[config.mk]
export PLATFORM = sky130hd
export DESIGN_NAME = lightsaber_blade_driver
export DESIGN_NICKNAME = d
export VERILOG_FILES = /design/src/rtl/lightsaber_blade_driver.sv
export SDC_FILE = /design/constraint.sdc
export NUM_CORES = 1
export LEC_CHECK = 0
export ABC_AREA = 1
export CORE_ASPECT_RATIO = 0.9
export CORE_MARGIN = 2
export CORE_UTILIZATION = 25
export CTS_BUF_LIST = sky130_fd_sc_hd__clkbuf_16
export DETAILED_ROUTE_END_ITERATION = 6
export PLACE_DENSITY = 0.46
export SLEW_MARGIN = 20
export SYNTH_ARGS = -nofsm -noshare
export SYNTH_HDL_FRONTEND = slang
export SYNTH_SLANG_ARGS = --single-unit
[constraint.sdc]
create_clock -name clk -period 3.1 [get_ports clk]
set_clock_uncertainty 0.2 [all_clocks]
set_input_delay 0.93 -clock clk [delete_from_list [all_inputs] [get_ports clk]]
set_output_delay 0.93 -clock clk [all_outputs]
set_load 0.02 [all_outputs]
[src/rtl/lightsaber_blade_driver.sv]
// Blade length animator: walks the visible length between 0.00 and a
// latched target one hundredth at a time, every STEP_DIV clocks.
// Request semantics: ignite/retract are single-cycle strobes sampled on the
// rising edge. When both are high in the same cycle, retract wins and ignite
// is dropped entirely. There is no back-pressure; a request the current state
// does not use is ignored. The FSM state is held in the typed signal `state`
// so checkers can bind to it directly.
module lightsaber_blade_driver #(
  parameter int STEP_DIV = 4
) (
  input  logic       clk,
  input  logic       rst_n,
  input  logic [1:0] len_int,
  input  logic [6:0] len_dec,
  input  logic       ignite,
  input  logic       retract,
  output logic [1:0] cur_int,
  output logic [6:0] cur_dec,
  output logic       blade_on,
  output logic       busy,
  output logic       done
);

  typedef enum logic [1:0] {S_OFF, S_EXTENDING, S_ON, S_RETRACTING} state_t;

  localparam logic [7:0] PRE_MAX = 8'(STEP_DIV - 1);

  state_t     state, state_nx;
  logic [7:0] pre, pre_nx;
  logic [1:0] tgt_int, tgt_int_nx;
  logic [6:0] tgt_dec, tgt_dec_nx;
  // When set, RETRACTING stops at the target instead of at 0.00.
  logic       to_tgt, to_tgt_nx;
  logic [1:0] cur_int_nx;
  logic [6:0] cur_dec_nx;
  logic       done_nx;

  logic [6:0] in_dec;
  logic [8:0] in_val, cur_val, tgt_val, floor_val;
  logic       wrap, ign_acc, eff_to_tgt;
  logic [7:0] pre_inc;

  // Length as a single number of hundredths (0..399).
  function automatic logic [8:0] len_val(input logic [1:0] i, input logic [6:0] d);
    return 9'(i) * 9'd100 + 9'(d);
  endfunction

  assign in_dec     = (len_dec > 7'd99) ? 7'd99 : len_dec;
  assign in_val     = len_val(len_int, in_dec);
  assign cur_val    = len_val(cur_int, cur_dec);
  assign tgt_val    = len_val(tgt_int, tgt_dec);
  assign wrap       = (pre == PRE_MAX);
  assign pre_inc    = wrap ? 8'd0 : pre + 8'd1;
  assign ign_acc    = ignite & ~retract;
  // A retract while retracting to a target widens the run down to 0.00.
  assign eff_to_tgt = to_tgt & ~retract;
  assign floor_val  = eff_to_tgt ? tgt_val : 9'd0;

  // Next-state, next-length and done pulse.
  always_comb begin
    state_nx   = state;
    pre_nx     = pre;
    tgt_int_nx = tgt_int;
    tgt_dec_nx = tgt_dec;
    to_tgt_nx  = to_tgt;
    cur_int_nx = cur_int;
    cur_dec_nx = cur_dec;
    done_nx    = 1'b0;
    unique case (state)
      S_OFF: begin
        if (ign_acc) begin
          tgt_int_nx = len_int;
          tgt_dec_nx = in_dec;
          to_tgt_nx  = 1'b0;
          pre_nx     = 8'd0;
          if (in_val == 9'd0) begin
            state_nx = S_ON;
            done_nx  = 1'b1;
          end else begin
            state_nx = S_EXTENDING;
          end
        end
      end
      S_EXTENDING: begin
        if (retract) begin
          state_nx  = S_RETRACTING;
          to_tgt_nx = 1'b0;
          pre_nx    = 8'd0;
        end else begin
          pre_nx = pre_inc;
          if (wrap) begin
            if (cur_dec == 7'd99) begin
              cur_dec_nx = 7'd0;
              cur_int_nx = cur_int + 2'd1;
            end else begin
              cur_dec_nx = cur_dec + 7'd1;
            end
            if (cur_val + 9'd1 == tgt_val) begin
              state_nx = S_ON;
              done_nx  = 1'b1;
            end
          end
        end
      end
      S_ON: begin
        if (retract) begin
          state_nx  = S_RETRACTING;
          to_tgt_nx = 1'b0;
          pre_nx    = 8'd0;
        end else if (ign_acc) begin
          tgt_int_nx = len_int;
          tgt_dec_nx = in_dec;
          pre_nx     = 8'd0;
          to_tgt_nx  = (in_val < cur_val);
          if (in_val > cur_val)      state_nx = S_EXTENDING;
          else if (in_val < cur_val) state_nx = S_RETRACTING;
        end
      end
      S_RETRACTING: begin
        if (ign_acc) begin
          tgt_int_nx = len_int;
          tgt_dec_nx = in_dec;
          pre_nx     = 8'd0;
          to_tgt_nx  = (in_val < cur_val);
          if (in_val > cur_val)      state_nx = S_EXTENDING;
          else if (in_val < cur_val) state_nx = S_RETRACTING;
          else                       state_nx = S_ON;
        end else begin
          to_tgt_nx = eff_to_tgt;
          pre_nx    = pre_inc;
          if (wrap) begin
            // Already at the floor (e.g. retract from ON at 0.00): finish in place.
            if (cur_val != floor_val) begin
              if (cur_dec == 7'd0) begin
                cur_dec_nx = 7'd99;
                cur_int_nx = cur_int - 2'd1;
              end else begin
                cur_dec_nx = cur_dec - 7'd1;
              end
            end
            if (cur_val == floor_val || cur_val - 9'd1 == floor_val) begin
              state_nx = (eff_to_tgt && tgt_val != 9'd0) ? S_ON : S_OFF;
              done_nx  = 1'b1;
            end
          end
        end
      end
      default: state_nx = S_OFF;
    endcase
  end

  // State, length and registered outputs.
  always_ff @(posedge clk or negedge rst_n) begin
    if (!rst_n) begin
      state    <= S_OFF;
      pre      <= 8'd0;
      tgt_int  <= 2'd0;
      tgt_dec  <= 7'd0;
      to_tgt   <= 1'b0;
      cur_int  <= 2'd0;
      cur_dec  <= 7'd0;
      blade_on <= 1'b0;
      busy     <= 1'b0;
      done     <= 1'b0;
    end else begin
      state    <= state_nx;
      pre      <= pre_nx;
      tgt_int  <= tgt_int_nx;
      tgt_dec  <= tgt_dec_nx;
      to_tgt   <= to_tgt_nx;
      cur_int  <= cur_int_nx;
      cur_dec  <= cur_dec_nx;
      blade_on <= (state_nx == S_ON);
      busy     <= (state_nx == S_EXTENDING) || (state_nx == S_RETRACTING);
      done     <= done_nx;
    end
  end

endmodule

# Word-level counts from Yosys, hierarchy flattened
# Index checks and enable logic that the tools add are counted.
# W data, S select, Z words.
[word_totals]
reg_bits = 32
output_inout_bits = 12
word_cells = 127
[op_classes]
add_sub_neg = 10
n_mul = 3
n_lt_le_gt_ge = 3
n_eq_ne = 23
mux = 61
bitwise = 3
reduce_logical = 14
[ops]
columns = ["op", "n"]
rows = [
  ["$mux W7", 10],
  ["$mux W2", 23],
  ["$mux W8", 5],
  ["$pmux W8 S4", 1],
  ["$pmux W7 S2", 2],
  ["$add A9 B7 Y9", 3],
  ["$eq A9 B9 Y1", 3],
  ["$mul A2 B5 Y7 const B", 3],
  ["$ne A2 B2 Y1 const B", 10],
  ["$mux W1", 14],
  ["$add A9 B1 Y9 const B", 1],
  ["$gt A9 B9 Y1", 1],
  ["$logic_not A9 Y1", 1],
  ["$lt A9 B9 Y1", 1],
  ["$mux W9", 1],
  ["$ne A9 B9 Y1", 1],
  ["$reduce_bool A9 Y1", 1],
  ["$sub A9 B1 Y9 const B", 1],
  ["$add A8 B1 Y8 const B", 1],
  ["$eq A2 B2 Y1 const B", 4],
  ["$eq A8 B2 Y1 const B", 1],
  ["$pmux W2 S2", 2],
  ["$pmux W2 S4", 1],
  ["$reduce_and A8 Y1", 1],
  ["other kinds (21)", 25],
]

# Depth between registers and ports, before layout
[depth]
depth_word = 11
ltp_mapped = 25

# Worst setup path before layout
# OpenSTA, ideal clock, no wires.
[synth_timing]
kind = "input port to flip-flop"
from = "input port len_dec[3]"
to = "register blade_on"
setup_time_ns = 0.073
arrival_ns = 3.649
setup_slack_ns = -0.822
stages = 25
path_cell_list = "nor2_1 -> a21oi_2 -> nor2_1 -> ha_1 -> inv_1 -> fa_1 -> inv_1 -> nand2_1 -> o21ai_1 -> nand2_1 -> a21oi_1 -> inv_1 -> nand2_1 -> nand2_1 -> ha_1 -> nand2_1 -> nor3_1 -> nand4_1 -> nand2_1 -> nand2_1 -> o21ai_0 -> inv_1 -> nor2_2 -> a21oi_2 -> a21oi_2"
[synth_via]
elab_chain_len = 10
elab_cells_between_ends = 17
classes_between = "add/sub: 1; order compare: 3; eq/ne: 1; mux: 11; reduce/logical: 1"
[synth_rtl]
columns = ["item", "line", "rtl"]
rows = [
  ["start: declaration", "14", "input logic [6:0] len_dec,"],
  ["$gt A7 B7 Y1 (*)", "48", "assign in_dec = (len_dec > 7'd99) ? 7'd99 : len_dec;"],
  ["$mux W7 (*)", "48", ""],
  ["net in_dec[2]", "38", "logic [6:0] in_dec;"],
  ["$add A9 B7 Y9 (*)", "45", "return 9'(i) * 9'd100 + 9'(d);"],
  ["$lt A9 B9 Y1", "116, 126", ""],
  ["$mux W2", "116", "else if (in_val < cur_val) state_nx = S_RETRACTING;"],
  ["$mux W2", "115", "if (in_val > cur_val) state_nx = S_EXTENDING;"],
  ["$mux W2", "110", "end else if (ign_acc) begin"],
  ["$mux W2", "106", "if (retract) begin"],
  ["$pmux W2 S4 (*)", "69", "unique case (state)"],
  ["net state_nx[0]", "28", "state_t state, state_nx;"],
  ["$eq A2 B2 Y1 (*)", "173", "blade_on <= (state_nx == S_ON);"],
  ["end signal: assignment", "173", ""],
  ["end: declaration", "19", "output logic blade_on,"],
]
# The timed path passes the listed nets; every way through them passes the cells marked *.
# A chain may end at the register's enable or synchronous reset.

# Final worst setup path
[layout_timing]
from = "input port len_dec[4]"
to = "register blade_on"
# Same word-level chain as after synthesis.

==> impl_metrics.prom <==
# TYPE chip_impl_metric gauge
chip_impl_metric{name="layout_setup_ws",unit="ps"} -647
chip_impl_metric{name="cts-buffers-inserted",unit=""} 5
chip_impl_metric{name="max-slew-margin-rel",unit=""} 0.490
chip_impl_metric{name="drt-total-wl",unit="mm"} 11.8
chip_impl_metric{name="initialDrtViolationCount",unit=""} 232
chip_impl_info{name="synth_top_cell_by_area",value="dfrtp_1"} 1
chip_impl_metric{name="syn_area",unit="sq mm"} 0.00400
chip_impl_metric{name="clock_power_share",unit=""} 0.081
chip_impl_info{name="worstSetupStartpointType",value="primary input"} 1
chip_impl_metric{name="power.ir.vdd_worst",unit="uV"} 519
chip_impl_metric{name="clock.fmax",unit="MHz"} 267
chip_impl_info{name="rsz0062_at_grt",value="true"} 1
chip_impl_info{name="crit_path_end_kind",value="register"} 1
chip_impl_metric{name="clock_transition_at_the_register_clock_pins_on_the_worst_setup_and_hold_paths_after_cts",unit="ps"} 60
chip_impl_metric{name="internal-power",unit="mW"} 2.88
chip_impl_metric{name="timing.critical_path.fanout_max",unit=""} 3
chip_impl_metric{name="finalCriticalPeriod",unit="ps"} 3750
chip_impl_metric{name="holdWs",unit="ps"} 289
chip_impl_metric{name="via_count_of_the_first_global_routing_pass",unit=""} 4080
chip_impl_metric{name="final-setup-viol-count",unit=""} 6
chip_impl_metric{name="portBuffers",unit=""} 24
chip_impl_info{name="path_type_of_the_worst_min_delay_path",value="reg2reg"} 1
chip_impl_metric{name="post-route-period-util",unit=""} 1.21
chip_impl_info{name="maxUsedRoutingLayer",value="met4"} 1
chip_impl_metric{name="power.combinational.fraction",unit=""} 0.796
chip_impl_metric{name="cts_hold_buffers",unit=""} 0
chip_impl_metric{name="pin_count",unit=""} 25
chip_impl_metric{name="postLayoutCoreUtil",unit=""} 0.347
chip_impl_metric{name="wl_per_cell",unit="um"} 12.5
chip_impl_metric{name="grt_max_degree",unit=""} 33
chip_impl_metric{name="worstMarginPinSlew",unit="ps"} 765
chip_impl_metric{name="ys_ff_latch",unit=""} 32
chip_impl_info{name="yosys-top-cells-count",value="nand2_1 (184), inv_1 (97), nand3_1 (58)"} 1
chip_impl_metric{name="synth_largest_type_area_fraction",unit=""} 0.200
chip_impl_metric{name="die_width",unit="um"} 137
chip_impl_metric{name="power_switching",unit="mW"} 3.27
chip_impl_metric{name="yosys.cell_types.count",unit=""} 42
chip_impl_metric{name="number_of_enable_flip_flop_cells_after_synthesis",unit=""} 0
chip_impl_metric{name="p_per_cell_area",unit="mW/mm^2"} 1140
chip_impl_info{name="tritoncts_clock_tree",value="yes"} 1
chip_impl_metric{name="switching_share",unit=""} 0.532
chip_impl_metric{name="die_height",unit="um"} 124
chip_impl_metric{name="routed_via_density",unit=""} 4.55
chip_impl_metric{name="filler_cell_count",unit=""} 1690
chip_impl_info{name="clock_tree_root",value="clkbuf_16"} 1
chip_impl_metric{name="detail_route.drc_violations",unit=""} 0
chip_impl_metric{name="met2_wirelength",unit="mm"} 5.16
chip_impl_info{name="critical_path_start_end_classification",value="in2reg"} 1
chip_impl_metric{name="detail_route.wirelength.met1",unit="mm"} 6.05
chip_impl_metric{name="num_antenna_cells",unit=""} 0
chip_impl_metric{name="num_vias",unit=""} 4278
chip_impl_info{name="ys.flop_type",value="dfrtp_1"} 1
chip_impl_metric{name="die_area",unit="sq mm"} 0.0170
chip_impl_metric{name="initial_utilization",unit=""} 0.257
chip_impl_metric{name="timing.setup.tns",unit="ps"} -2820
chip_impl_metric{name="synth_async_sr_flop_share",unit=""} 1.00
chip_impl_metric{name="area_growth_syn_to_layout",unit="%"} 34.7
chip_impl_metric{name="drive_above_1_share",unit=""} 0.263
chip_impl_metric{name="netlist_instances",unit=""} 635
chip_impl_metric{name="cap_violations",unit=""} 0
chip_impl_metric{name="synth_sequential_area_ratio",unit=""} 0.200
chip_impl_metric{name="met3WireLength",unit="um"} 428
chip_impl_metric{name="grt_first_pass_wirelength",unit="mm"} 19.8
chip_impl_metric{name="crit_required",unit="ps"} 3120
chip_impl_info{name="post-synth-top-count-cell",value="nand2_1"} 1
chip_impl_metric{name="routabilityCongestion",unit=""} 0.854
chip_impl_metric{name="dr.pass1.iters",unit=""} 4
chip_impl_metric{name="tritoncts_num_sinks",unit=""} 32
chip_impl_metric{name="htreeDepth",unit=""} 2
chip_impl_metric{name="synth_warnings",unit=""} 0
chip_impl_metric{name="static-leakage-power",unit="nW"} 2.66
chip_impl_metric{name="final_net_count",unit=""} 789
chip_impl_metric{name="floorplan.core_area",unit="sq mm"} 0.0155
chip_impl_metric{name="report.final.slew_viol_count",unit=""} 0
chip_impl_metric{name="syn-num-nets",unit=""} 686
chip_impl_metric{name="grt.overflow.total",unit=""} 0
chip_impl_metric{name="core.rowCount",unit=""} 43
chip_impl_metric{name="detail-route-antenna-nets",unit=""} 0
chip_impl_metric{name="globalRouteTotalUtil",unit=""} 0.146
chip_impl_metric{name="power.share.sequential",unit=""} 0.124
chip_impl_metric{name="place_hpwl",unit="mm"} 9.51
chip_impl_metric{name="fin_total_pwr",unit="mW"} 6.16
chip_impl_metric{name="synth.avg_cell_area",unit="sq um"} 6.30
chip_impl_info{name="ys_top_cells_by_area",value="dfrtp_1 (20%), nand2_1 (17%), ha_1 (11%)"} 1
chip_impl_metric{name="worst_skew_pair.late_latency",unit="ps"} 290
chip_impl_info{name="outcome",value="finished, violations left"} 1
chip_impl_metric{name="worstPathArrival",unit="ps"} 3760
chip_impl_metric{name="grt_antenna_before_repair",unit=""} 0
chip_impl_info{name="violations",value="negative setup slack"} 1
chip_impl_metric{name="maximum_count_of_clock_buffers_along_a_single_path",unit=""} 2
chip_impl_metric{name="hold_viol_final",unit=""} 0
-- layout make-up --
cell class                      instances  area, sq um  share of cell area
Inverter                              106          405              0.0752
Clock buffer                            5          125              0.0232
Sequential cell                        32          802               0.149
Tap cell                              202          253              0.0469
Clock inverter                          3         15.0             0.00278
Timing Repair Buffer                  107          857               0.159
Multi-Input combinational cell        486         2940               0.544
-- repair_timing --
action / CTS / global route
resized for setup: 32 / 46
setup endpoints to repair: 13 / 15
buffers inserted: 6 / 5
pin swaps: 25 / 20
-- through the flow --
stage / instance area, sq um / worst slack (ps) / instances
CTS: 5180 / -790 / 936
global placement: 4990 / -1440 / 922
detailed placement: 4990 / -1530 / 922
finish: 5390 / -647 / 941
global route: 5390 / -902 / 941
floorplan: 4030 / -744 / 635
-- path summary, 6_finish.rpt --
path | startpoint | to | slack [ps] | depth (start not counted)
worst max-delay path | len_dec[4] | blade_on | -650 | 26
worst min-delay path | tgt_dec[2] | tgt_dec[2] | 290 | 2
worst max register to register | cur_int[0] | blade_on | -100 | 16
worst min register to register | tgt_dec[2] | tgt_dec[2] | 290 | 2
max in group asynchronous | rst_n | cur_int[0] | 1660 | 1
min in group asynchronous | rst_n | cur_int[1] | 510 | 1
-- power by group through the flow --
stage,combinational (mW),sequential [mW],clock [mW]
2_1_floorplan,3.06,0.805,0
3_5_place_dp,4.64,0.763,0
4_1_cts,4.67,0.757,0.515
3_3_place_gp,4.57,0.764,0
5_1_grt,5.55,0.787,0.528
6_report,4.90,0.762,0.497
-- metal layers --
| layer | up-vias | track usage |
|---|---|---|
| met1 | 1943 | 0.211 |
| li1 | 2244 | - |
| met3 | 11 | 0.0236 |
| met2 | 80 | 0.230 |
| met5 | - | 0 |
| met4 | 0 | 0.0277 |
-- registers in the layout, indices dropped and copies added (netlist names) --
signal    count
pre           8
cur_dec       7
state         2
done          1
cur_int       2
tgt_int       2
tgt_dec       7
blade_on      1
to_tgt        1
busy          1
-- layout by cell type (no fill, tap or decap), types with 12 or more instances in the layout --
cell / synthesis / routed
nand2_2: 12 / 25
clkdlybuf4s50_1: 0 / 15
nand4_1: 12 / 12
buf_4: 0 / 81
inv_2: 7 / 14
xor2_1: 14 / 13
o21ai_0: 34 / 32
nand2_1: 184 / 169
nand3_1: 58 / 56
nor2_2: 9 / 12
a21oi_1: 18 / 15
nor2_1: 42 / 35
inv_1: 97 / 90
ha_1: 35 / 31
dfrtp_1: 32 / 31
-- cells by family (layout without fill, tap and decap cells) --
group	count (synthesis)	count (layout)	synth area share
buf+inv	117	221	0.118
fa+ha+maj	38	38	0.124
compound gates	85	85	0.123
simple gates	342	342	0.388
flops	32	32	0.200
xor+xnor	21	21	0.0460
-- worst max-delay path: stages --
cell,delay (ps)
buf_6,100
nor2_4,110
a21oi_4,70
nor2_4,80
ha_2,190
inv_2,40
fa_2,340
inv_2,60
nand2_2,50
o21ai_2,120
nand2_1,100
a21oi_2,160
inv_1,60
nand2_2,60
nand2_2,60
ha_4,280
nand2_4,40
nor3_2,100
nand4_1,120
nand2_2,120
nand2_2,70
o21ai_2,130
inv_2,60
nor2_4,120
a21oi_2,70
a21oi_2,110
No activity file was read; power rests on OpenSTA's default activity.
